===== config.mk =====
export PLATFORM = sky130hd
export DESIGN_NAME = mac_operand_feeder_flat
export DESIGN_NICKNAME = d
export VERILOG_FILES = /design/src/rtl/mac_operand_feeder_if.sv /design/src/rtl/mac_operand_feeder.sv /design/src/flat_wrapper.sv
export SDC_FILE = /design/constraint.sdc
export NUM_CORES = 1
export LEC_CHECK = 0
export ABC_AREA = 0
export CAP_MARGIN = 20
export CORE_UTILIZATION = 61
export DETAILED_ROUTE_END_ITERATION = 7
export GPL_ROUTABILITY_DRIVEN = 0
export GPL_TIMING_DRIVEN = 0
export PLACE_DENSITY = 0.9
export SETUP_SLACK_MARGIN = 0.3
export SLEW_MARGIN = 30
export SYNTH_ARGS = -nofsm -noshare
export SYNTH_HDL_FRONTEND = slang
export SYNTH_SLANG_ARGS = --single-unit

===== constraint.sdc =====
create_clock -name clk -period 4.5 [get_ports clk]
set_input_delay 0.9 -clock clk [delete_from_list [all_inputs] [get_ports clk]]
set_output_delay 0.9 -clock clk [all_outputs]
set_load 0.1 [all_outputs]

===== src/rtl/mac_operand_feeder_if.sv =====
// Load/control side and PE operand side of one mac_operand_feeder.
// The master modport is the feeder itself; slave is the host/PE side.
interface mac_operand_feeder_if #(
    parameter int DATA_W = 32,
    parameter int CNT_W  = 5
);
    logic              wr_valid;
    logic [DATA_W-1:0] wr_data;
    logic              wr_ready;
    logic              start;
    logic              flush;
    logic              busy;
    logic              done;
    logic [CNT_W-1:0]  count;
    logic [DATA_W-1:0] op_data;
    logic              op_waiting;
    logic              op_finished;
    logic              op_ready;

    modport master (
        input  wr_valid, wr_data, start, flush, op_ready,
        output wr_ready, busy, done, count, op_data, op_waiting, op_finished
    );

    modport slave (
        output wr_valid, wr_data, start, flush, op_ready,
        input  wr_ready, busy, done, count, op_data, op_waiting, op_finished
    );
endinterface


===== src/rtl/mac_operand_feeder.sv =====
// Buffers an operand vector, then streams it element by element into one
// operand port of a systolic MAC PE using the waiting/ready/finished handshake.
module mac_operand_feeder #(
    parameter int DATA_W = 32,
    parameter int DEPTH  = 16,
    parameter int CNT_W  = $clog2(DEPTH + 1)
) (
    input  logic                 clk,
    input  logic                 rst,
    mac_operand_feeder_if.master bus
);
    localparam int               AW   = (DEPTH > 1) ? $clog2(DEPTH) : 1;
    localparam logic [CNT_W-1:0] FULL = CNT_W'(DEPTH);
    localparam logic [CNT_W-1:0] ONE  = CNT_W'(1);

    typedef enum logic [2:0] {IDLE, STREAM, HOLD, FINISH, DONE} state_t;

    state_t            r_state;
    logic [CNT_W-1:0]  r_count;
    logic [CNT_W-1:0]  r_rd_ptr;
    logic [DATA_W-1:0] r_buf [DEPTH];
    logic [DATA_W-1:0] r_op_data;
    logic              r_op_waiting;
    logic              r_op_finished;
    logic              r_busy;
    logic              r_done;

    logic              w_idle;
    logic              w_wr_accept;
    logic [CNT_W-1:0]  w_count_nxt;
    logic [CNT_W-1:0]  w_ptr_nxt;
    logic [DATA_W-1:0] w_first;

    assign w_idle      = (r_state == IDLE);
    assign w_wr_accept = w_idle && bus.wr_valid && (r_count < FULL) && !bus.flush;
    assign w_count_nxt = r_count + (w_wr_accept ? ONE : '0);
    assign w_ptr_nxt   = r_rd_ptr + ONE;
    // A write landing in the start cycle into an empty buffer is element 0.
    assign w_first     = (r_count == '0) ? bus.wr_data : r_buf[0];

    always_ff @(posedge clk) begin
        if (w_wr_accept) begin
            r_buf[r_count[AW-1:0]] <= bus.wr_data;
        end
    end

    always_ff @(posedge clk or negedge rst) begin
        if (!rst) begin
            r_state       <= IDLE;
            r_count       <= '0;
            r_rd_ptr      <= '0;
            r_op_data     <= '0;
            r_op_waiting  <= 1'b0;
            r_op_finished <= 1'b0;
            r_busy        <= 1'b0;
            r_done        <= 1'b0;
        end else if (bus.flush) begin
            r_state       <= IDLE;
            r_count       <= '0;
            r_rd_ptr      <= '0;
            r_op_data     <= '0;
            r_op_waiting  <= 1'b0;
            r_op_finished <= 1'b0;
            r_busy        <= 1'b0;
            r_done        <= 1'b0;
        end else begin
            r_done <= 1'b0;
            case (r_state)
                IDLE: begin
                    r_count <= w_count_nxt;
                    if (bus.start) begin
                        r_rd_ptr <= '0;
                        r_busy   <= 1'b1;
                        if (w_count_nxt != '0) begin
                            r_state      <= STREAM;
                            r_op_data    <= w_first;
                            r_op_waiting <= 1'b1;
                        end else begin
                            r_state       <= FINISH;
                            r_op_finished <= 1'b1;
                        end
                    end
                end
                STREAM: begin
                    if (bus.op_ready) begin
                        r_state      <= HOLD;
                        r_op_waiting <= 1'b0;
                    end
                end
                // op_data stays put for the PE multiply cycle.
                HOLD: begin
                    if (r_rd_ptr == r_count - ONE) begin
                        r_state       <= FINISH;
                        r_op_finished <= 1'b1;
                        r_op_data     <= '0;
                    end else begin
                        r_state      <= STREAM;
                        r_rd_ptr     <= w_ptr_nxt;
                        r_op_data    <= r_buf[w_ptr_nxt[AW-1:0]];
                        r_op_waiting <= 1'b1;
                    end
                end
                // PE drops ready once it has entered its output state.
                FINISH: begin
                    if (!bus.op_ready) begin
                        r_state       <= DONE;
                        r_op_finished <= 1'b0;
                        r_done        <= 1'b1;
                        r_busy        <= 1'b0;
                        r_count       <= '0;
                    end
                end
                DONE: begin
                    r_state <= IDLE;
                end
                default: begin
                    r_state <= IDLE;
                end
            endcase
        end
    end

    assign bus.wr_ready    = w_idle && (r_count < FULL);
    assign bus.count       = r_count;
    assign bus.busy        = r_busy;
    assign bus.done        = r_done;
    assign bus.op_data     = r_op_data;
    assign bus.op_waiting  = r_op_waiting;
    assign bus.op_finished = r_op_finished;
endmodule


===== src/flat_wrapper.sv =====
// flat-port wrapper written by rule: the top's interface ports become plain ports
module mac_operand_feeder_flat 
#(
    parameter int DATA_W = 32,
    parameter int DEPTH  = 16,
    parameter int CNT_W  = $clog2(DEPTH + 1)
)
  (clk, rst, bus_wr_valid, bus_wr_data, bus_start, bus_flush, bus_op_ready, bus_wr_ready, bus_busy, bus_done, bus_count, bus_op_data, bus_op_waiting, bus_op_finished);
  mac_operand_feeder_if #(.DATA_W(DATA_W), .CNT_W(CNT_W)) bus_i ();
  input  logic clk;
  input  logic rst;
  input wire logic [$bits(bus_i.wr_valid)-1:0] bus_wr_valid;
  input wire logic [$bits(bus_i.wr_data)-1:0] bus_wr_data;
  input wire logic [$bits(bus_i.start)-1:0] bus_start;
  input wire logic [$bits(bus_i.flush)-1:0] bus_flush;
  input wire logic [$bits(bus_i.op_ready)-1:0] bus_op_ready;
  output wire logic [$bits(bus_i.wr_ready)-1:0] bus_wr_ready;
  output wire logic [$bits(bus_i.busy)-1:0] bus_busy;
  output wire logic [$bits(bus_i.done)-1:0] bus_done;
  output wire logic [$bits(bus_i.count)-1:0] bus_count;
  output wire logic [$bits(bus_i.op_data)-1:0] bus_op_data;
  output wire logic [$bits(bus_i.op_waiting)-1:0] bus_op_waiting;
  output wire logic [$bits(bus_i.op_finished)-1:0] bus_op_finished;
  assign bus_i.wr_valid = bus_wr_valid;
  assign bus_i.wr_data = bus_wr_data;
  assign bus_i.start = bus_start;
  assign bus_i.flush = bus_flush;
  assign bus_i.op_ready = bus_op_ready;
  assign bus_wr_ready = bus_i.wr_ready;
  assign bus_busy = bus_i.busy;
  assign bus_done = bus_i.done;
  assign bus_count = bus_i.count;
  assign bus_op_data = bus_i.op_data;
  assign bus_op_waiting = bus_i.op_waiting;
  assign bus_op_finished = bus_i.op_finished;
  mac_operand_feeder #(.DATA_W(DATA_W), .DEPTH(DEPTH), .CNT_W(CNT_W)) u_core (.clk(clk), .rst(rst), .bus(bus_i));
endmodule

# --- Word level (Yosys, flattened, before mapping) ---
# Memories as Yosys holds them, arrays and structs flattened.
# Index checks and enable logic that the tools add are counted.
classes:
  n_mux: 41
  n_reduce_logical: 19
  n_lt_le_gt_ge: 1
  n_eq_ne: 11
  add_sub_neg: 3
ops:
  columns: ["cell", "n"]
  rows:
  - ["$mux W32", 5]
  - ["$pmux W32 S2", 1]
  - ["$mux W5", 5]
  - ["$pmux W5 S2", 2]
  - ["$mux W1", 18]
  - ["$ne A3 B3 Y1 const B", 6]
  - ["$mux W3", 4]
  - ["$pmux W3 S4", 1]
  - ["$reduce_and A3 Y1", 4]
  - ["$reduce_and A5 Y1", 2]
  - ["$reduce_bool A4 Y1", 2]
  - ["$eq A3 B2 Y1 const B", 2]
  - ["$pmux W1 S3", 2]
  - ["$reduce_bool A3 Y1", 2]
  - ["$add A5 B1 Y5 const B", 1]
  - ["$add A5 B5 Y5", 1]
  - ["$eq A5 B5 Y1", 1]
  - ["$logic_not A5 Y1", 1]
  - ["$lt A5 B5 Y1 const B", 1]
  - ["$reduce_bool A5 Y1", 1]
  - ["$sub A5 B1 Y5 const B", 1]
  - ["$logic_and A1 B1 Y1", 4]
  - ["$mux W2", 2]
  - ["$eq A3 B1 Y1 const B", 1]
  - ["other kinds (5)", 5]
totals:
  mem_count: 1
  regBits: 49
  word_cells: 84
  ram_bits: 512
  out_inout_bits: 42
memory_table:
  columns: ["memory", "depth", "width", "rd", "rd_ports_with_merged_regs", "wr", "line", "rtl"]
  rows:
  - ["u_core.r_buf", 16, 32, 2, 0, 1, "mac_operand_feeder.sv:21", "logic [DATA_W-1:0] r_buf [DEPTH];"]

# --- Logic depth before layout (Yosys ltp) ---
# Gate-level depths: netlist (run 1).
depth:
  ltp_word: 11
  ltp_mapped: 11

# --- Least setup slack after synthesis (run 1) ---
# Ideal clock, no wire load.
synth_path:
  path_kind: "register to output"
  from: "register u_core.r_count[4], in the netlist u_core.bus.count[4]"
  to: "output port bus_wr_ready"
  t_arrival_ns: 3.130
  t_required_ns: 3.600
  setup_slack_ns: 0.470
  path_stages_with_launch: 3
  cell_sequence: "dfrtp_1 buf_2 nor3_1"
synth_between:
  elab_chain_len: 2
synth_rtl:
  columns: ["item", "line", "rtl"]
  rows:
  - ["start, declared", "mac_operand_feeder.sv:19", "logic [CNT_W-1:0] r_count;"]
  - ["start signal, assigned", "mac_operand_feeder.sv:70", "r_count <= w_count_nxt;"]
  - ["$lt A5 B5 Y1", "mac_operand_feeder.sv:123", "assign bus.wr_ready = w_idle && (r_count < FULL);"]
  - ["$logic_and A1 B1 Y1", "mac_operand_feeder.sv:123", null]
  - ["end, declared", "flat_wrapper.sv:17", "output wire logic [$bits(bus_i.wr_ready)-1:0] bus_wr_ready;"]
# No other way between the ends.

# --- Final worst setup path (run 1) ---
layout_path:
  from: "input port bus_flush"
  to: "register u_core.r_op_data[1], in the netlist u_core.bus.op_data[1]"
layout_between:
  elab_chain_len: 7
  word_cells_on_any_way: 10
  classes_between: "add/sub: 1; eq/ne: 2; mux: 2; reduce/logical: 5"
layout_rtl:
  columns: ["item", "line", "rtl"]
  rows:
  - ["start, declared", "flat_wrapper.sv:15", "input wire logic [$bits(bus_i.flush)-1:0] bus_flush;"]
  - ["$logic_not A1 Y1", "mac_operand_feeder.sv:35", "assign w_wr_accept = w_idle && bus.wr_valid && (r_count < FULL) && !bus.flush;"]
  - ["$logic_and A1 B1 Y1", "mac_operand_feeder.sv:35", null]
  - ["$mux W1", "mac_operand_feeder.sv:36", "assign w_count_nxt = r_count + (w_wr_accept ? ONE : '0);"]
  - ["$add A5 B5 Y5", "mac_operand_feeder.sv:36", null]
  - ["$reduce_bool A5 Y1", "mac_operand_feeder.sv:74", "if (w_count_nxt != '0) begin"]
  - ["$ne A3 B3 Y1 (no source line)", null, null]
  - ["$reduce_and A3 Y1 (no source line)", null, null]
  - ["end signal, assigned", "mac_operand_feeder.sv:76", "r_op_data <= w_first;"]
  - ["end signal, assigned", "mac_operand_feeder.sv:99", "r_op_data <= r_buf[w_ptr_nxt[AW-1:0]];"]
  - ["end, declared", "mac_operand_feeder.sv:22", "logic [DATA_W-1:0] r_op_data;"]
# Several ways; a longest one is shown, not always the timed one.
# A chain may end at the register's enable or synchronous reset.

==> results of run 1 <==
## layout by cell type (no fill, tap or decap), types with 4 or more instances in the layout
master,n
a2bb2oi_1,20
buf_1,13
nand3b_1,4
clkbuf_16,55
ha_1,8
bufinv_16,9
edfxtp_1,512
nor3_1,41
clkbuf_1,24
nand2_1,83
buf_4,5
clkinv_1,6
buf_2,33
dfrtp_1,49
buf_16,21
buf_12,4
mux4_2,128
nand3_1,34
clkbuf_8,4
o21ai_0,10
mux2i_1,96
buf_6,6
nor2_1,14
a2bb2oi_2,12
clkinv_2,11
clkdlybuf4s50_1,78
nor2_4,17
inv_1,5
o21bai_1,4
a21oi_1,35
xnor2_1,5
## registers in the layout, summed over array words and instances (netlist names)
signal and count:
u_core.bus.op_data 32, u_core.bus.op_finished 1, u_core.r_rd_ptr 5, u_core.bus.busy 1, u_core.bus.done 1, u_core.r_buf 512
u_core.bus.count 5, u_core.r_state 3, u_core.bus.op_waiting 1
## final cells by class
cell class                      instances  area [um2]
Fill cell                            1920        9850
Buffer                                 73         377
Clock buffer                           67        1460
Inverter                                5        18.8
Timing Repair Buffer                  104        1450
Sequential cell                       561       16600
Tap cell                              468         586
Clock inverter                         33         417
Multi-Input combinational cell        555        5940
## per-stage QoR
step / instances / hold WS [ns] / area (um2) / util [%] / total power [mW]
3_5_place_dp: 1766 / 0.481 / 25000 / 68.0 / 8.45
6_report: 1866 / 0.184 / 26800 / 73.2 / 13.2
2_1_floorplan: 1194 / 0.529 / 22800 / - / 7.73
4_1_cts: 1866 / 0.176 / 26800 / 73.1 / 13.2
3_3_place_gp: 1741 / 0.480 / 24200 / 65.9 / 8.36
5_1_grt: 1866 / 0.191 / 26800 / 73.2 / 13.5
## worst max path at each step
| stage | startpoint | cells after the start | to | slack, ns |
|---|---|---|---|---|
| detailed placement | bus_flush | 12 | u_core.bus.op_data[13] | -0.19 |
| CTS | bus_flush | 12 | u_core.bus.op_data[13] | 0.41 |
| global route | bus_flush | 12 | u_core.bus.op_data[3] | 0.51 |
| finish | bus_flush | 12 | u_core.bus.op_data[1] | 0.55 |
| global placement | bus_flush | 7 | u_core.r_buf[7][4] | -1.43 |
| floorplan | u_core.bus.count[4] | 2 | bus_wr_ready | 0.47 |
## routing by layer
metal  share of wire (%)  track usage [%]  wire length (um)  vias to the layer above
met1                  35             41.3             21000                     6743
met5                   0                0                 0                        -
li1                    -                -                 -                     5175
met3                  10             6.53              6140                      270
met4                 5.9             18.8              3560                        0
met2                  49             52.5             29600                     1128
## power groups by stage
stage	Combinational, mW	Clock (mW)	Sequential, mW
after global routing	2.49	5.03	5.98
after CTS	2.41	4.82	5.97
after global placement	2.28	0	6.08
after floorplan	0.886	0	6.85
final	2.42	4.84	5.98
after detailed placement	2.37	0	6.08
## cells by family (layout without fill, tap and decap cells)
logic type | count (synthesis) | count (layout) | synth area share, %
flip-flops | 561 | 561 | 72.8
multiplexers | 225 | 225 | 16.9
XOR/XNOR | 9 | 9 | 0.428
adder cells (fa/ha/maj) | 8 | 8 | 0.439
AO/OA/AOI/OAI | 102 | 102 | 3.46
buffers and inverters | 78 | 282 | 1.73
AND/OR/NAND/NOR | 211 | 211 | 4.26
==> flow_metrics.env, run 1 <==
export IMPL_path_max_fanout=10
export IMPL_crit_required_ns=4.97
export IMPL_syn2layout_area_growth_pct=17.7
export IMPL_grt_max_degree=31
export IMPL_synth_area_leader_cell="edfxtp_1"
export IMPL_dp_hpwl_um=36400
export IMPL_vias_per_cell=7.14
export IMPL_io_pins=80
export IMPL_worst_slew_pin_slew_ns=1.03
export IMPL_synth_avg_cell_area_um2=19.1
export IMPL_r2r_slack_ns=0.90
export IMPL_ys_seq_area_share_pct=72.8
export IMPL_clkSlewWorstSetupHoldPaths_ns=0.06
export IMPL_numPortBuffers=79
export IMPL_crit_type="in -> reg"
export IMPL_dp_slack_ns=-0.194
export IMPL_rsz0062_at_grt="no"
export IMPL_worst_path_most_repeated_cell="ha_1"
export IMPL_yosysMostFrequentCell="edfxtp_1"
export IMPL_drive_above_1_share_pct=23.0
export IMPL_p_int_mw=9.43
export IMPL_ys_warn_count=0
export IMPL_start_util_pct=62.2
export IMPL_crit_chain="clkdlybuf4s50_1, clkbuf_1, nor2_1, nand2_1, nor3_2, ha_1, ha_1, or4_4, a21oi_4, nor2_4, buf_6, a2bb2oi_2"
export IMPL_yosysTopAreaCellShare_pct=67.4
export IMPL_num_vias=13316
export IMPL_status="complete, no violations"
export IMPL_cts_resized=0
export IMPL_fp_dieW_um=195
export IMPL_grt_first_pass_wirelength_um=87900
export IMPL_num_rows=70
export IMPL_dieArea_um2=38200
export IMPL_syn_instance_count=1194
export IMPL_root_buffer="clkbuf_16"
export IMPL_drc=0
export IMPL_power_density_nw_per_um2=493
export IMPL_r2r_cells=10
export IMPL_fin_crit_ns=3.95
export IMPL_clkSinkCount=561
export IMPL_cp_slowest_cell="clkdlybuf4s50_1"
export IMPL_synth_ff_latch_count=561
export IMPL_grt_pass1_vias=13621
export IMPL_ctsHoldBuffers=0
export IMPL_cts_buffers_inserted=54
export IMPL_pwr_share_comb_pct=18.3
export IMPL_yosys_top_cells_area="edfxtp_1 (67%), mux4_2 (13%), dfrtp_1 (5.4%)"
export IMPL_cp_slowest_stage_delay_ns=0.52
export IMPL_slew_violations=0
export IMPL_clk_latency_ns=0.61
export IMPL_setup_viol=0
export IMPL_synthesis_area_um2=22800
export IMPL_cts_tree="yes"
export IMPL_wl_per_cell_um=32.3
export IMPL_postCtsSetupBuffers=0
export IMPL_fp_coreArea_um2=36700
export IMPL_fin_crit_sh_pct=87.8
export IMPL_power_share_switching_pct=28.8
export IMPL_finClkSkew_ns=0.0222
export IMPL_p_clk_share_pct=36.5
export IMPL_path_buf_inv=3
export IMPL_synth_edff_count=512
export IMPL_fmax_mhz=253
export IMPL_timing_rr_end="u_core.bus.op_data[1]"
export IMPL_first_iter_violations=1591
export IMPL_grt_total_usage_pct=32.4
export IMPL_hold_viol=0
export IMPL_p_leak_nw=9.31
export IMPL_first_pass_iters=8
export IMPL_r2r_start="u_core.r_state[0]"
export IMPL_hold_path_class="in -> async"
export IMPL_seq_power_share_pct=45.2
export IMPL_timing_max_slew_rel_slack_pct=31.3
export IMPL_fin_tns_setup_ns=0
export IMPL_cap_violations=0
export IMPL_die_h_um=195
export IMPL_nets=1400
export IMPL_synth_ff_type="edfxtp_1"
export IMPL_antenna_diode_count=0
export IMPL_syn_nets=1240
export IMPL_ant_nets=0
export IMPL_cp_end_kind="flip-flop"
export IMPL_cts_max_level=2
export IMPL_ctsLongestPathBuffers=3
export IMPL_fin_ws_ns=0.547
export IMPL_p_sw_mw=3.81
export IMPL_ys_types=54
export IMPL_crit_path_start_kind="input pin"
export IMPL_arrival_ns=4.42
export IMPL_drt_total_wl_um=60300
export IMPL_synth_top_cells_by_count="edfxtp_1 (512), mux4_2 (128), mux2i_1 (96)"
export IMPL_peakVddDrop_v=0.000406
export IMPL_globalRouteOverflowTotal=0
export IMPL_ys_async_sr_fraction_pct=8.73
export IMPL_antenna_found_initial=0
export IMPL_cpLargestDelayFamily="simple AND/OR/NAND/NOR gates"
Note: power is estimated with default switching activity, not from simulation.
==> inputs of run 2 (changes only) <==
--- a/config.mk
+++ b/config.mk
@@ -5,7 +5,6 @@
 export SDC_FILE = /design/constraint.sdc
 export NUM_CORES = 1
 export LEC_CHECK = 0
-export ABC_AREA = 0
 export CAP_MARGIN = 20
 export CORE_UTILIZATION = 61
 export DETAILED_ROUTE_END_ITERATION = 7
==> constraint.sdc (replaced) <==
create_clock -name clk -period 3.7 [get_ports clk]
set_input_delay 0.74 -clock clk [delete_from_list [all_inputs] [get_ports clk]]
set_output_delay 0.74 -clock clk [all_outputs]
set_load 0.1 [all_outputs]
==> run 2 against run 1 <==
Compared with the run above:
- routed wire length fell by 0.48%
- flip-flop and latch count did not move
- global-route usage shrank 0.43 points
- final cell count up 0.38%
- register-to-register slack lost 0.36 ns
- via count rose by 0.83%
- sequential power rose by 22%
- non-clock buffer count increased by 5
- worst hold slack got worse by 0.17 ns
- highest routed layer unchanged
==> flow_metrics.env, run 2 (synthesis results as in run 1) <==
export IMPL_status="complete, no violations"
export IMPL_grt_total_usage_pct=32.0
export IMPL_ctsHoldBuffers=0
export IMPL_grt_pass1_vias=13864
export IMPL_cts_tree="yes"
export IMPL_fin_cells=1873
export IMPL_vias_per_cell=7.17
export IMPL_fin_crit_sh_pct=89.2
export IMPL_r2r_slack_ns=0.54
export IMPL_layout_common_cells="edfxtp_1 (512), mux4_2 (128), mux2i_1 (96)"
export IMPL_layout_commonest_cell="edfxtp_1"
export IMPL_p_sw_mw=4.60
export IMPL_utilization_pct=73.3
export IMPL_drc=0
export IMPL_clk_latency_ns=0.61
export IMPL_fp_dieW_um=195
export IMPL_power_density_nw_per_um2=592
export IMPL_first_pass_iters=8
export IMPL_fmax_mhz=303
export IMPL_start_util_pct=62.2
export IMPL_power_share_switching_pct=28.9
export IMPL_ant_nets=0
export IMPL_hold_viol=0
export IMPL_wl_per_cell_um=32.1
export IMPL_grt_first_pass_wirelength_um=87500
export IMPL_crit_path_start_kind="input pin"
export IMPL_placed_cells=1768
export IMPL_globalRouteOverflowTotal=0
export IMPL_slew_violations=0
export IMPL_cts_max_level=2
export IMPL_fp_coreArea_um2=36700
export IMPL_drive_above_1_share_pct=23.6
export IMPL_num_rows=70
export IMPL_ctsLongestPathBuffers=3
export IMPL_clkSlewWorstSetupHoldPaths_ns=0.07
export IMPL_pwr_share_comb_pct=18.7
export IMPL_io_pins=80
export IMPL_die_h_um=195
export IMPL_clkSinkCount=561
export IMPL_setup_viol=0
export IMPL_root_buffer="clkbuf_16"
export IMPL_nets=1406
export IMPL_largest_reg_flops=512
export IMPL_first_iter_violations=1897
export IMPL_rsz0062_at_grt="no"
export IMPL_p_leak_nw=9.34
export IMPL_seq_power_share_pct=45.7
export IMPL_p_int_mw=11.3
export IMPL_p_clk_share_pct=35.5
export IMPL_cap_violations=0
export IMPL_nFillCells=1901
export IMPL_num_vias=13427
export IMPL_cp_slowest_cell="clkdlybuf4s50_1"
export IMPL_fin_crit_ns=3.30
export IMPL_arrival_ns=3.76
export IMPL_dieArea_um2=38200
export IMPL_cts_buffers_inserted=55
export IMPL_grt_max_degree=35
export IMPL_crit_type="in -> reg"
export IMPL_path_max_fanout=10
export IMPL_peakVddDrop_v=0.000376
export IMPL_dp_hpwl_um=35900
export IMPL_finClkSkew_ns=0.0254
export IMPL_worst_slew_pin_slew_ns=1.10
export IMPL_numPortBuffers=79
export IMPL_crit_chain="clkdlybuf4s50_1, buf_2, nor2_2, nand2_1, nor3_4, ha_2, ha_1, or4_4, a21oi_4, buf_12, nor2_4, buf_6, a2bb2oi_2"
export IMPL_drt_total_wl_um=60100
export IMPL_syn2layout_area_growth_pct=17.9
export IMPL_cp_end_kind="flip-flop"
export IMPL_timing_max_slew_rel_slack_pct=26.9
export IMPL_hold_path_class="in -> async"
export IMPL_antenna_found_initial=1
export IMPL_cp_slowest_stage_delay_ns=0.52
export IMPL_crit_required_ns=4.16
## run 2: cell types whose count changed in the layout (fill, tap and decap cells not counted), moves of 2 or more
| cell | delta |
|---|---|
| clkinv_2 | +2 |
| clkbuf_16 | +2 |
| bufinv_16 | -4 |
| buf_12 | +2 |
| clkbuf_2 | +2 |
| clkinv_1 | +3 |
| buf_4 | +2 |
| clkbuf_1 | -2 |
| clkbuf_8 | +3 |
## run 2: worst max-delay path, delay by kind of cell
family / cells / cell delay [ns]
AO/OA/AOI/OAI: 2 / 0.30
adder cells (fa/ha/maj): 2 / 0.50
buffers and inverters: 4 / 1.15
AND/OR/NAND/NOR: 5 / 1.03
## run 2: power by group through the flow
| stage | sequential (mW) | clock, mW | combinational (mW) |
|---|---|---|---|
| 6_report | 7.28 | 5.66 | 2.98 |
| 5_1_grt | 7.29 | 5.88 | 3.07 |
| 4_1_cts | 7.28 | 5.65 | 2.95 |
| 3_5_place_dp | 7.40 | 0 | 2.89 |
| 3_3_place_gp | 7.40 | 0 | 2.78 |
| 2_1_floorplan | 8.33 | 0 | 1.08 |
## run 2: repair_timing
item,4_1_cts,5_1_grt
setup endpoints to repair,60,34
resized for setup,4,5
setup buffers,2,1
pin swaps,0,1
endpoints found under the hold margin,0,0
## run 2: layout make-up
cell class / count / area, um2 / area share, %
tap: 468 / 586 / 2.18
multi-input combinational: 555 / 5950 / 22.1
clock inverter: 30 / 273 / 1.01
sequential: 561 / 16600 / 61.7
timing repair buffer: 109 / 1520 / 5.67
inverter: 5 / 18.8 / 0.0698
clock buffer: 71 / 1550 / 5.76
antenna: 1 / 2.50 / 0.00931
buffer: 73 / 379 / 1.41
## run 2: path summary, 6_finish.rpt
check	to	startpoint	cells past startpoint
worst min-delay path	u_core.bus.count[2]	rst	1
min in group clk	u_core.bus.busy	u_core.bus.busy	1
worst max-delay path	u_core.bus.op_data[8]	bus_flush	13
worst min register to register	u_core.bus.busy	u_core.bus.busy	1
max in group asynchronous	u_core.bus.op_data[8]	rst	2
worst max register to register	u_core.bus.op_data[22]	u_core.bus.count[0]	8
## run 2: routing by layer
layer / vias to the layer above / share of wire [%] / global-route usage [%]
li1: 5174 / - / -
met1: 6739 / 34 / 40.6
met2: 1218 / 49 / 52.4
met3: 296 / 11 / 6.61
met4: 0 / 5.9 / 17.3
met5: - / 0 / 0
## run 2: stage by stage
stage	power (mW)	TNS (ns)	hold slack, ns	area [um2]	worst slack [ns]
after floorplan	9.41	0	0.444	22800	0.278
after global placement	10.2	-1041.84	0.480	24200	-2.15
after detailed placement	10.3	-69.59	0.500	25000	-0.740
after CTS	15.9	0	0.00741	26900	0.338
after global routing	16.2	0	0.0223	26900	0.342
final	15.9	0	0.0120	26900	0.400
